[config.mk]
export PLATFORM = sky130hd
export DESIGN_NAME = reg_scoreboard
export DESIGN_NICKNAME = d
export VERILOG_FILES = /design/src/rtl/rv32_pkg.sv /design/src/rtl/sb_counter.sv /design/src/rtl/reg_scoreboard.sv
export SDC_FILE = /design/constraint.sdc
export NUM_CORES = 1
export LEC_CHECK = 0
export CAP_MARGIN = 40
export CORE_ASPECT_RATIO = 1.2
export CORE_MARGIN = 4
export CORE_UTILIZATION = 50
export DETAILED_ROUTE_END_ITERATION = 8
export PLACE_DENSITY_LB_ADDON = 0.2
export SLEW_MARGIN = 25
export SYNTH_ARGS = -nofsm -noshare
export SYNTH_HDL_FRONTEND = slang
export SYNTH_HIERARCHICAL = 1
export SYNTH_SLANG_ARGS = --single-unit
[constraint.sdc]
create_clock -name clk -period 3.8 [get_ports clk]
set_clock_uncertainty 0.2 [all_clocks]
set_input_delay 0.76 -clock clk [delete_from_list [all_inputs] [get_ports clk]]
set_output_delay 0.76 -clock clk [all_outputs]
set_load 0.01 [all_outputs]
[src/rtl/rv32_pkg.sv]
// Shared RV32 register-file definitions used by the issue scoreboard.
package rv32_pkg;

   localparam int NUM_REGS = 32;

   typedef logic [4:0] reg_idx_t;

   localparam reg_idx_t REG_ZERO = 5'd0;

endpackage : rv32_pkg

[src/rtl/sb_counter.sv]
// Saturating up/down pending-write counter for one architectural register.
// A simultaneous increment and decrement cancel; clr discards both.
module sb_counter #(
   parameter int CNT_W = 2
) (
   input  logic             clk,
   input  logic             rst_n,
   input  logic             inc,
   input  logic             dec,
   input  logic             clr,
   output logic [CNT_W-1:0] cnt,
   output logic             nz,
   output logic             full
);

   localparam logic [CNT_W-1:0] CNT_MAX = '1;
   localparam logic [CNT_W-1:0] CNT_ONE = {{(CNT_W-1){1'b0}}, 1'b1};

   logic [CNT_W-1:0] cnt_d;
   logic [CNT_W-1:0] cnt_q;

   // Next count: clear wins, otherwise a lone inc or dec moves the count by one.
   always_comb begin
      cnt_d = cnt_q;
      if (clr) begin
         cnt_d = '0;
      end else if (inc && !dec && (cnt_q != CNT_MAX)) begin
         cnt_d = cnt_q + CNT_ONE;
      end else if (dec && !inc && (cnt_q != '0)) begin
         cnt_d = cnt_q - CNT_ONE;
      end
   end

   // Count register with synchronous active-low reset.
   always_ff @(posedge clk) begin
      if (!rst_n) begin
         cnt_q <= '0;
      end else begin
         cnt_q <= cnt_d;
      end
   end

   assign cnt  = cnt_q;
   assign nz   = (cnt_q != '0);
   assign full = (cnt_q == CNT_MAX);

endmodule : sb_counter

[src/rtl/reg_scoreboard.sv]
// Tracks in-flight register writes between decode and writeback, answers
// the rs1/rs2 busy queries and drives the issue handshake. x0 is never tracked.
module reg_scoreboard
   import rv32_pkg::*;
#(
   parameter int CNT_W    = 2,
   parameter int NUM_REGS = rv32_pkg::NUM_REGS
) (
   input  logic                clk,
   input  logic                rst_n,
   input  logic                issue_valid,
   output logic                issue_ready,
   input  logic                issue_wen,
   input  reg_idx_t            issue_rd,
   input  reg_idx_t            rs1_D,
   input  reg_idx_t            rs2_D,
   input  logic                use_rs2,
   input  logic                wb_valid,
   input  reg_idx_t            wb_rd,
   input  logic                flush,
   output logic                busy_rs1,
   output logic                busy_rs2,
   output logic                stall_D,
   output logic [NUM_REGS-1:0] busy_vec,
   output logic                err_underflow
);

   logic [NUM_REGS-1:0][CNT_W-1:0] cnt_all;
   logic [NUM_REGS-1:0]            nz_vec;
   logic [NUM_REGS-1:0]            full_vec;
   logic [NUM_REGS-1:1]            inc_vec;
   logic [NUM_REGS-1:1]            dec_vec;

   logic sat;
   logic inc;
   logic wb_hit;
   logic wb_cnt_zero;
   logic dec;
   logic underflow;
   logic err_d;
   logic err_q;

   assign cnt_all[0]  = '0;
   assign nz_vec[0]   = 1'b0;
   assign full_vec[0] = 1'b0;

   for (genvar i = 1; i < NUM_REGS; i++) begin : g_cnt
      sb_counter #(
         .CNT_W (CNT_W)
      ) u_cnt (
         .clk   (clk),
         .rst_n (rst_n),
         .inc   (inc_vec[i]),
         .dec   (dec_vec[i]),
         .clr   (flush),
         .cnt   (cnt_all[i]),
         .nz    (nz_vec[i]),
         .full  (full_vec[i])
      );
   end

   // Queries look only at registered counts, so a same-cycle retire is seen next cycle.
   always_comb begin
      busy_rs1    = rst_n & nz_vec[rs1_D];
      busy_rs2    = rst_n & use_rs2 & nz_vec[rs2_D];
      busy_vec    = rst_n ? nz_vec : '0;
      sat         = issue_wen & (issue_rd != REG_ZERO) & full_vec[issue_rd];
      issue_ready = ~busy_rs1 & ~busy_rs2 & ~sat;
      stall_D     = issue_valid & ~issue_ready;
   end

   // Turn an accepted issue and a retiring writeback into one-hot counter strobes.
   always_comb begin
      inc         = issue_valid & issue_ready & issue_wen & (issue_rd != REG_ZERO);
      wb_hit      = wb_valid & (wb_rd != REG_ZERO);
      wb_cnt_zero = (cnt_all[wb_rd] == '0);
      dec         = wb_hit & ~wb_cnt_zero;
      underflow   = wb_hit & wb_cnt_zero;
      inc_vec     = '0;
      dec_vec     = '0;
      if (inc) begin
         inc_vec[issue_rd] = 1'b1;
      end
      if (dec) begin
         dec_vec[wb_rd] = 1'b1;
      end
      err_d = err_q | underflow;
   end

   // Sticky underflow flag; only reset clears it, flush leaves it alone.
   always_ff @(posedge clk) begin
      if (!rst_n) begin
         err_q <= 1'b0;
      end else begin
         err_q <= err_d;
      end
   end

   assign err_underflow = err_q;

endmodule : reg_scoreboard
==> flow_metrics.tcl <==
set metrics [dict create \
    overflow 0 \
    syn_area_um2 6140 \
    r2r-end "g_cnt[14].u_cnt/cnt[0]" \
    synth_ff_type "dfxtp_1" \
    cts_max_level 3 \
    synth-seq-cells 63 \
    fmax_mhz 267 \
    synth_edf_count 0 \
    slew_viol_final 0 \
    syn_inst 751 \
    crit_fanout 5 \
    crit_path_end "stall_D" \
    drive_above_1_share_pct 33.4 \
    grt_max_degree 44 \
    placed_cells 1011 \
    tritoncts "built" \
    intPower_mw 1.28 \
    crit_arrival_ps 2790 \
    synth_top_area_share_pct 20.5 \
    hold_ws_ps 278 \
    r2r-start "g_cnt[3].u_cnt/cnt[0]" \
    vias 6146 \
    hold_viol 0 \
    pwr-share-comb_pct 14.2 \
    grt_usage_pct 29.1 \
    start_util_pct 50.9 \
    startpoint "issue_rd[0]" \
    setup_viol 0 \
    required_ps 2840 \
    period_needed_ps 3750 \
    core-area_um2 12100 \
    die_x_um 109 \
    power.switching_mw 0.441 \
    swShare_pct 25.6 \
    numCtsBuffers 9 \
    post-route-util_pct 63.9 \
    die_area_um2 14100 \
    clk_latency_ps 340 \
    cap_violations 0 \
    num-nets-final 891 \
    power_mw 1.72 \
    startpoint_type "primary input" \
    antenna_found_initial 0 \
    cts_hold_buf 0 \
    grt_pass1_vias 5963 \
    pwr-share-clk_pct 47.3 \
    power_leakage_nw 2.66 \
    place.gp.congestion 0.959 \
    die_height_um 129 \
    worstSetupEndpointType "output port" \
    r2r_cells 14 \
    viasPerCell 5.98 \
    p_seq_share_pct 38.6 \
    port_buffers 62 \
    io_pins 64 \
    status "finished clean" \
    max_slew.worst_pin.slew_ps 709 \
    nFillCells 1078 \
    area_delta_synth_final_pct 25.6 \
    syn_avg_cell_area_um2 8.17 \
    root_buffer "clkbuf_16" \
    ys_seq_area_share_pct 20.5 \
    drc 0 \
    clkSlewWorstSetupHoldPaths_ps 50 \
    synthArstFlopShare_pct 0 \
    fp-row-count 44 \
    firstDrtPassIters 7 \
    post-route-period-util_pct 98.6 \
    stdcell_area_um2 7710 \
    synth_nets 778 \
    critPathKind "in -> out" \
    clk_path_buf_depth 2 \
    grt_pass1_wl_um 31300 \
    drtIter0Drc 405 \
    final_cell_count_no_fill 1028 \
    detailed_place_hpwl_um 15300 \
    synth_top_area_cell "dfxtp_1" \
    antenna_cells 0 \
    r2r_slack_ps 270 \
    ir_drop_v 0.000169 \
    clock_sinks 63 \
    placed_area_um2 7370 \
    rsz0062_at_grt "yes" \
    ant_nets 0 \
    yosysUniqueCellTypes 49 \
    hp-class "reg -> reg" \
    synth.area.top_cells "dfxtp_1 (21%), mux4_2 (8.4%), a221oi_2 (7.6%)" \
    relSlewSlack_pct 52.8 \
    synth.yosys.warnings 6 \
    wl_um 20000 \
    wl_per_cell_um 19.5 \
    power_density_nw_per_um2 223 \
]
[worst min-delay path by stage]
stage / startpoint / endpoint / slack (ps) / depth (start not counted)
3_3_place_gp: err_underflow / err_underflow / 250 / 1
6_report: err_underflow / err_underflow / 280 / 1
2_1_floorplan: g_cnt[10].u_cnt/cnt[0] / g_cnt[10].u_cnt/cnt[0] / 290 / 1
3_5_place_dp: err_underflow / err_underflow / 270 / 1
5_1_grt: err_underflow / err_underflow / 320 / 1
4_1_cts: err_underflow / err_underflow / 280 / 1
[cell type report]
cell class              count  area [µm²]  share of cell area (%)
flip-flops and latches     63        1260                    16.4
well taps                 161         201                    2.61
repair buffers            130        1170                    15.2
multi-input cells         654        4770                    61.8
clock buffers              14         284                    3.69
inverters                   6        22.5                   0.292
[power groups by stage]
stage	Combinational (mW)	Sequential, mW	Clock [mW]
3_3_place_gp	0.234	0.678	0
6_report	0.244	0.664	0.813
3_5_place_dp	0.238	0.678	0
2_1_floorplan	0.111	0.678	0
4_1_cts	0.238	0.663	0.823
5_1_grt	0.256	0.663	0.851
[metrics by stage]
stage / TNS [ps] / setup slack, ps
finish: 0 / 51.7
global route: -17.9 / -17.9
CTS: 0 / 1.04
detailed placement: -17090 / -533
global placement: -13680 / -544
floorplan: 0 / 348
[sequential cells by signal (all words and copies together) (netlist names)]
name / cells
g_cnt.u_cnt/cnt: 62
err_underflow: 1
[routing by layer]
metal | routed length, µm | vias to the layer above | part of all wire [%] | GRT usage (%)
met3 | 1410 | 79 | 7.0 | 3.64
met4 | 1170 | 0 | 5.8 | 16.6
met5 | 0 | - | 0 | 0
met1 | 7980 | 2908 | 40 | 36.8
li1 | - | 2905 | - | -
met2 | 9480 | 254 | 47 | 47.7
[cells in the final DEF (no fill, tap or decap), types with 31 or more instances in the layout]
cell / Yosys / layout
a21oi_1: 31 / 31
a221oi_2: 31 / 31
and2_1: 62 / 62
and2b_2: 31 / 31
buf_4: 3 / 62
clkdlybuf4s50_1: 0 / 49
dfxtp_1: 63 / 63
nand2_1: 43 / 42
nand2b_1: 34 / 34
nand3b_1: 38 / 38
nor2_1: 101 / 100
o21ai_0: 33 / 33
o21ai_2: 31 / 31
or2_2: 34 / 32
or2b_1: 31 / 31
or2b_2: 31 / 31
[cells in the mapped netlist (2+ instances only)]
cell        n
or3b_2      4
dfxtp_1    63
a21oi_1    31
and2b_2    31
nor2_1    101
inv_1       6
nor3_2      7
nor2b_1     4
o22ai_1     8
nand2b_1   34
mux2_2      2
or2b_2     31
or2_2      34
mux2i_1    13
nand4_1     3
a311oi_1    2
nand3b_1   38
and2_1     62
buf_4       3
o21a_1      3
nand3_1     6
o21ai_0    33
o21ai_2    31
mux4_2     23
buf_2      10
or3_1       3
nor4b_1     2
nor3_1     28
clkbuf_1   13
nand2_1    43
or2b_1     31
a221oi_2   31
[worst max-delay path, stage by stage]
cell and delay [ps]:
buf_2 150, buf_12 140, mux2i_4 220, o22ai_2 100, or4_1 460, a222oi_1 270, buf_4 170, nor2_1 70
o21a_1 170, dlygate4sd2_1 280
[cell families after synthesis]
| logic type | Yosys count | share of synthesized area (%) |
|---|---|---|
| flops | 63 | 20.5 |
| simple gates | 467 | 45.7 |
| mux | 38 | 10.9 |
| compound gates | 148 | 20.1 |
| buf+inv | 34 | 2.59 |
| other cells | 1 | 0.0611 |
[what timing repair did]
action | in CTS | in global routing
pin swaps | 2 | 3
gates resized for setup | 20 | 15
buffers inserted | 2 | 0
setup endpoints to repair | 10 | 4
cloned | 0 | 1
endpoints found under the hold margin | 0 | 0
Note: power is estimated with default switching activity, not from simulation.
